[config.mk]
export PLATFORM = sky130hd
export DESIGN_NAME = dmem_interface
export DESIGN_NICKNAME = d
export VERILOG_FILES = /design/src/rtl/dmem_pkg.sv /design/src/rtl/dmem_lane_align.sv /design/src/rtl/dmem_interface.sv
export SDC_FILE = /design/constraint.sdc
export NUM_CORES = 1
export LEC_CHECK = 0
export CAP_MARGIN = 10
export CORE_MARGIN = 1.5
export CORE_UTILIZATION = 42
export DETAILED_ROUTE_END_ITERATION = 12
export HOLD_SLACK_MARGIN = 0.15
export PLACE_DENSITY = 0.83
export SETUP_SLACK_MARGIN = 0.15
export SYNTH_ARGS = -nofsm -noshare
export SYNTH_HDL_FRONTEND = slang
export SYNTH_SLANG_ARGS = --single-unit
[constraint.sdc]
create_clock -name clk -period 2.1 [get_ports clk]
set_input_delay 0.315 -clock clk [delete_from_list [all_inputs] [get_ports clk]]
set_output_delay 0.315 -clock clk [all_outputs]
set_load 0.02 [all_outputs]
[src/rtl/dmem_pkg.sv]
`default_nettype none
// +--------------------------------------------------------------------+
// | dmem_pkg: shared types and helpers for the data-memory port adapter |
// | Rev 1.0                                                            |
// +--------------------------------------------------------------------+
package dmem_pkg;

  typedef enum logic [1:0] {
    ST_IDLE = 2'd0,
    ST_REQ  = 2'd1,
    ST_WAIT = 2'd2,
    ST_DONE = 2'd3
  } dmem_state_e;

  // funct3[1:0] selects the access size; funct3[2] selects zero-extension
  localparam logic [1:0] c_SIZE_B = 2'd0;
  localparam logic [1:0] c_SIZE_H = 2'd1;
  localparam logic [1:0] c_SIZE_W = 2'd2;
  localparam logic [1:0] c_SIZE_D = 2'd3;
  localparam logic [2:0] c_F3_RSVD = 3'b111;

  function automatic logic [7:0] size_strobe(input logic [1:0] size);
    case (size)
      c_SIZE_B: return 8'h01;
      c_SIZE_H: return 8'h03;
      c_SIZE_W: return 8'h0F;
      default:  return 8'hFF;
    endcase
  endfunction

  function automatic logic size_aligned(input logic [1:0] size, input logic [2:0] off);
    case (size)
      c_SIZE_B: return 1'b1;
      c_SIZE_H: return (off[0] == 1'b0);
      c_SIZE_W: return (off[1:0] == 2'b00);
      default:  return (off == 3'b000);
    endcase
  endfunction

  function automatic int cnt_width(input int timeout);
    return (timeout < 1) ? 1 : $clog2(timeout + 1);
  endfunction

endpackage
`default_nettype wire

[src/rtl/dmem_lane_align.sv]
`default_nettype none
// +--------------------------------------------------------------------+
// | dmem_lane_align: store lane shift/strobes, load lane select/extend  |
// | Rev 1.0                                                            |
// +--------------------------------------------------------------------+
module dmem_lane_align
  import dmem_pkg::*;
(
  input  logic [63:0] st_data,
  input  logic [2:0]  st_off,
  input  logic [1:0]  st_size,
  output logic [63:0] st_wdata,
  output logic [7:0]  st_wstrb,
  input  logic [63:0] ld_rdata,
  input  logic [2:0]  ld_off,
  input  logic [2:0]  ld_funct3,
  output logic [63:0] ld_data
);

  logic [63:0] w_shift;
  logic        w_sign;

  assign st_wdata = st_data << {st_off, 3'b000};
  assign st_wstrb = size_strobe(st_size) << st_off;

  always_comb begin
    w_shift = ld_rdata >> {ld_off, 3'b000};
    w_sign  = ~ld_funct3[2];
    ld_data = w_shift;
    case (ld_funct3[1:0])
      c_SIZE_B: ld_data = {{56{w_sign & w_shift[7]}},  w_shift[7:0]};
      c_SIZE_H: ld_data = {{48{w_sign & w_shift[15]}}, w_shift[15:0]};
      c_SIZE_W: ld_data = {{32{w_sign & w_shift[31]}}, w_shift[31:0]};
      default:  ld_data = w_shift;
    endcase
  end

endmodule
`default_nettype wire

[src/rtl/dmem_interface.sv]
`default_nettype none
// +--------------------------------------------------------------------+
// | dmem_interface: single-cycle DM_* access to req/gnt/rvalid adapter  |
// | Rev 1.0                                                            |
// +--------------------------------------------------------------------+
module dmem_interface
  import dmem_pkg::*;
#(
  parameter int N       = 64,
  parameter int TIMEOUT = 16
) (
  input  logic         clk,
  input  logic         reset,
  input  logic         DM_readEnable,
  input  logic         DM_writeEnable,
  input  logic [N-1:0] DM_addr,
  input  logic [N-1:0] DM_writeData,
  input  logic [2:0]   funct3,
  output logic [N-1:0] DM_readData,
  output logic         stall,
  output logic         misalign,
  output logic         bus_err,
  output logic         mem_req,
  output logic         mem_we,
  output logic [N-1:0] mem_addr,
  output logic [63:0]  mem_wdata,
  output logic [7:0]   mem_wstrb,
  input  logic         mem_gnt,
  input  logic         mem_rvalid,
  input  logic [63:0]  mem_rdata
);

  localparam int                 c_CNT_W    = cnt_width(TIMEOUT);
  localparam logic [c_CNT_W-1:0] c_CNT_LAST = c_CNT_W'(TIMEOUT - 1);

  dmem_state_e        r_state;
  dmem_state_e        w_next_state;
  logic [c_CNT_W-1:0] r_cnt;
  logic               r_we;
  logic [2:0]         r_off;
  logic [2:0]         r_funct3;
  logic [N-1:0]       r_addr;
  logic [63:0]        r_wdata;
  logic [7:0]         r_wstrb;
  logic               r_req;
  logic [N-1:0]       r_read_data;
  logic               r_bus_err;

  logic               w_access;
  logic               w_aligned;
  logic               w_illegal;
  logic               w_timeout;
  logic               w_err_next;
  logic               w_load_rdata;
  logic               w_idle_exit;
  logic [63:0]        w_st_wdata;
  logic [7:0]         w_st_wstrb;
  logic [63:0]        w_ld_data;

  assign w_access  = DM_readEnable | DM_writeEnable;
  assign w_aligned = size_aligned(funct3[1:0], DM_addr[2:0]);
  assign w_illegal = (DM_readEnable & DM_writeEnable)
                   | (DM_readEnable & (funct3 == c_F3_RSVD))
                   | (DM_writeEnable & funct3[2]);
  assign w_timeout = (r_cnt >= c_CNT_LAST);

  assign stall    = w_access & w_aligned & (r_state != ST_DONE);
  assign misalign = w_access & ~w_aligned;

  assign DM_readData = r_read_data;
  assign bus_err     = r_bus_err;
  assign mem_req     = r_req;
  assign mem_we      = r_we;
  assign mem_addr    = r_addr;
  assign mem_wdata   = r_wdata;
  assign mem_wstrb   = r_wstrb;

  dmem_lane_align u_lane_align (
    .st_data   (DM_writeData),
    .st_off    (DM_addr[2:0]),
    .st_size   (funct3[1:0]),
    .st_wdata  (w_st_wdata),
    .st_wstrb  (w_st_wstrb),
    .ld_rdata  (mem_rdata),
    .ld_off    (r_off),
    .ld_funct3 (r_funct3),
    .ld_data   (w_ld_data)
  );

  always_ff @(posedge clk or negedge reset) begin
    if (!reset) begin
      r_state <= ST_IDLE;
    end else begin
      r_state <= w_next_state;
    end
  end

  // Normal completion wins over a timeout landing in the same cycle
  always_comb begin
    w_next_state = r_state;
    w_err_next   = 1'b0;
    w_load_rdata = 1'b0;
    case (r_state)
      ST_IDLE: begin
        if (w_access && w_aligned) begin
          w_next_state = w_illegal ? ST_DONE : ST_REQ;
          w_err_next   = w_illegal;
        end
      end
      ST_REQ: begin
        if (mem_gnt) begin
          w_next_state = r_we ? ST_DONE : ST_WAIT;
        end else if (w_timeout) begin
          w_next_state = ST_DONE;
          w_err_next   = 1'b1;
        end
      end
      ST_WAIT: begin
        if (mem_rvalid) begin
          w_next_state = ST_DONE;
          w_load_rdata = 1'b1;
        end else if (w_timeout) begin
          w_next_state = ST_DONE;
          w_err_next   = 1'b1;
        end
      end
      ST_DONE: w_next_state = ST_IDLE;
      default: w_next_state = ST_IDLE;
    endcase
  end

  assign w_idle_exit = (r_state == ST_IDLE) && (w_next_state != ST_IDLE);

  always_ff @(posedge clk or negedge reset) begin
    if (!reset) begin
      r_cnt       <= '0;
      r_we        <= 1'b0;
      r_off       <= '0;
      r_funct3    <= '0;
      r_addr      <= '0;
      r_wdata     <= '0;
      r_wstrb     <= '0;
      r_req       <= 1'b0;
      r_read_data <= '0;
      r_bus_err   <= 1'b0;
    end else begin
      r_req     <= (w_next_state == ST_REQ);
      r_bus_err <= w_err_next;

      if (w_idle_exit) begin
        r_cnt    <= '0;
        r_we     <= DM_writeEnable;
        r_off    <= DM_addr[2:0];
        r_funct3 <= funct3;
        r_addr   <= {DM_addr[N-1:3], 3'b000};
        r_wdata  <= w_st_wdata;
        r_wstrb  <= DM_writeEnable ? w_st_wstrb : 8'h00;
      end else if ((r_state == ST_REQ) || (r_state == ST_WAIT)) begin
        r_cnt <= r_cnt + 1'b1;
      end

      // Load data is only presented during DONE; it reads as zero elsewhere
      if (w_load_rdata) begin
        r_read_data <= w_ld_data;
      end else if (w_err_next || (r_state == ST_DONE)) begin
        r_read_data <= '0;
      end
    end
  end

endmodule
`default_nettype wire

==> impl_metrics.csv <==
group,metric,value,unit
die,core-area,0.0270,mm²
drt,vias,11900,
placement,dpl_worst_slack,-258,ps
timing,period_minus_slack,2110,ps
run,max_cap_violations,0,
worst_setup_path,arrival,2490,ps
timing,grt_setup_unrepaired,"yes",
finish,layout_common_cells,"clkdlybuf4s50_1 (392), nand2_1 (293), dfrtp_1 (210)",
timing,fin_tns_setup,-7.45,ps
synth,synth_edf_count,0,
worst_setup_path,ff2ff_path_depth,8,
global_route,antenna_found_initial,0,
global_route,grt_pass1_vias,11700,
power,p_int,0.0157,W
worst_setup_path,cp_slowest_stage_delay,490,ps
die,dieHeight,169,µm
worst_setup_path,cp.required,2480,ps
timing,fin_worst_skew,13.1,ps
drt,initialDrtViolationCount,1231,
worst_setup_path,crit_fanout,16,
global_route,gr-total-overflow,0,
global_route,gr-usage-all-layers,30.4,%
worst_setup_path,slowest_stage,"dfrtp_2",
drt,viasPerCell,5.92,
cts,clk_pin_slew,60,ps
timing,finalCritPeriodShare,100,%
power,clock_power_share,14.9,%
power,power_per_cell_area,1510,mW/mm²
timing,max_clock_freq,0.475,GHz
timing,setup_viol,1,
placement,place_hpwl,32800,µm
die,io_pins,406,
synth,netlist_instances,1194,
cts,h-tree-depth,1,
finish,diodes,0,
run_status,violations,"setup timing",
placement,io_buffer_count,402,
finish,fin_nets,1868,
synth,synth_cell_types,54,
cts,clock-root-buffer,"clkbuf_16",
cts,clock_path_buffers,3,
timing,drv_slew,0,
synth,ys_ff_latch,213,
power,seq_power_share,25.8,%
min_path,hold_path_class,"in2reg",
cts,insertion_delay,520,ps
cts,cts_tree,"yes",
timing,setup_slack,-7.45,ps
synth,synth_area_per_cell,9.70,µm²
global_route,grt_pass1_wl,67100,µm
synth,syn_area,0.0116,mm²
power,power_switching,0.0113,W
drt,routed_wl,45700,µm
worst_setup_path,path_cells,"buf_4, buf_4, mux4_2, nand3_1, o311a_1, a31oi_4, buf_12, a22o_1",
drt,ant_nets,0,
finish,drive_above_1_share,17.2,%
global_route,grt_max_degree,68,
placement,routabilityCongestion,1.01,
min_path,worstHoldPathCells,4,
synth,yosysWarnings,0,
synth,synth_top_flop_cell,"dfrtp_1",
power,p_leak,8.00,nW
drt,dr.pass1.iters,6,
worst_setup_path,crit_path_start_kind,"flip-flop",
power,combPwrFrac,59.3,%
worst_setup_path,cpMostUsedCell,"buf_4",
power,switching_share,41.8,%
run_status,status,"finished, violations left",
drt,wl_per_cell,22.6,µm
timing,max-slew-margin-rel,41.4,%
drt,drc,0,
die,floorplan.initialDensity,42.9,%
timing,finalHoldViolCount,0,
finish,syn_to_final_growth,54.5,%
die,die_area,0.0286,mm²
timing,worst_pin_slew,872,ps
finish,final_common_cell,"clkdlybuf4s50_1",
worst_setup_path,criticalPathCategory,"reg2reg",
synth,yosysSeqAreaShare,46.0,%
power,ir_drop,963,µV
cts,numCtsBuffers,24,
die,fp-row-count,60,
worst_setup_path,critPathCaptureType,"flip-flop",
cts,cts_sinks,213,
die,die_x,169,µm
synth,synthArstFlopShare,100,%
timing repair:
item                       4_1_cts  5_1_grt
pin swaps                        0        7
gates cloned                     3        6
buffers inserted                 4       14
setup endpoints to repair       66      130
gates resized for setup          9       37
hold buffers                     1        0
hold endpoints to repair        60        0
per-layer routing:
metal	vias up	track usage (%)	share of wire (%)
met5	-	0	0
met4	0	15.9	5.9
met3	174	6.34	9.6
met2	784	54.7	50
met1	5799	34.0	34
li1	5187	-	-
stage by stage:
| step | hold WS, ps | instance area, µm² | power [W] | std cells | utilization (%) |
|---|---|---|---|---|---|
| floorplan | 19.4 | 11600 | 0.0146 | 1196 | - |
| global placement | 307 | 16600 | 0.0212 | 1948 | 61.5 |
| detailed placement | 312 | 16600 | 0.0216 | 1948 | 61.5 |
| CTS | 264 | 17500 | 0.0261 | 1999 | 64.8 |
| global route | 288 | 17900 | 0.0283 | 2019 | 66.2 |
| finish | 287 | 17900 | 0.0270 | 2019 | 66.2 |
power by group through the flow:
stage | sequential (W) | combinational [W] | clock (W)
2_1_floorplan | 0.00854 | 0.00608 | 0
3_3_place_gp | 0.00694 | 0.0143 | 0
3_5_place_dp | 0.00697 | 0.0146 | 0
4_1_cts | 0.00694 | 0.0151 | 0.00409
5_1_grt | 0.00714 | 0.0170 | 0.00424
6_report | 0.00698 | 0.0160 | 0.00401
layout make-up:
type | count | area (µm²)
clock buffer | 37 | 711
clock inverter | 6 | 36.3
fill | 2036 | 9130
inverter | 10 | 37.5
multi-input combinational | 871 | 5900
sequential | 213 | 5330
tap | 341 | 427
timing repair buffer | 541 | 5450
cells by family (layout without fill, tap and decap cells):
kind of cell,count (synthesis),after routing,synth area share [%]
flops,213,213,46.0
xor+xnor,3,3,0.227
buf+inv,112,594,4.39
other cells,1,3,0.0324
simple gates,442,442,15.3
fa+ha+maj,6,6,0.648
compound gates,272,272,17.2
mux,145,145,16.2
flip-flops by register name (all words and copies together), names as in the netlist:
register	cells
DM_readData	64
mem_wdata	64
mem_addr	61
mem_wstrb	8
r_cnt	5
r_funct3	3
r_off	3
r_state	2
bus_err	1
mem_req	1
mem_we	1
critical path, delay by kind of cell (launching register included):
kind / cells / cell delay, ps
compound gates: 3 / 570
buf+inv: 3 / 500
flops: 1 / 490
mux: 1 / 320
simple gates: 1 / 100
cell usage after synthesis (5+ instances only):
library cell / number / area [µm²]
nor2b_1: 7 / 43.8
nor2_1: 93 / 349
a211o_1: 15 / 131
mux2i_1: 68 / 681
o22ai_1: 5 / 31.3
o31ai_1: 19 / 143
nand3_1: 20 / 100
clkbuf_1: 46 / 173
ha_1: 6 / 75.1
mux2_2: 48 / 541
o22a_1: 7 / 61.3
o21ai_0: 43 / 215
o2bb2ai_1: 8 / 70.1
mux4_2: 29 / 653
buf_2: 34 / 170
inv_1: 10 / 37.5
a21oi_1: 45 / 225
o21a_1: 15 / 113
o41ai_1: 8 / 70.1
a22o_1: 43 / 377
and2_1: 9 / 56.3
buf_1: 14 / 52.6
dfrtp_1: 213 / 5330
nand2_1: 295 / 1110
a221o_1: 8 / 80.1
o211ai_1: 20 / 150
a221oi_1: 14 / 123
final timing paths:
path                                    start               to  slack (ps)
max in group asynchronous               reset     mem_addr[37]        1030
worst min-delay path                funct3[0]      r_funct3[0]         290
worst max-delay path                 r_off[1]  DM_readData[48]          -7
worst max register to register       r_off[1]  DM_readData[48]          -7
worst min register to register  mem_wdata[25]    mem_wdata[25]         470
min in group asynchronous               reset  DM_readData[17]         360
Note: power is estimated with default switching activity, not from simulation.
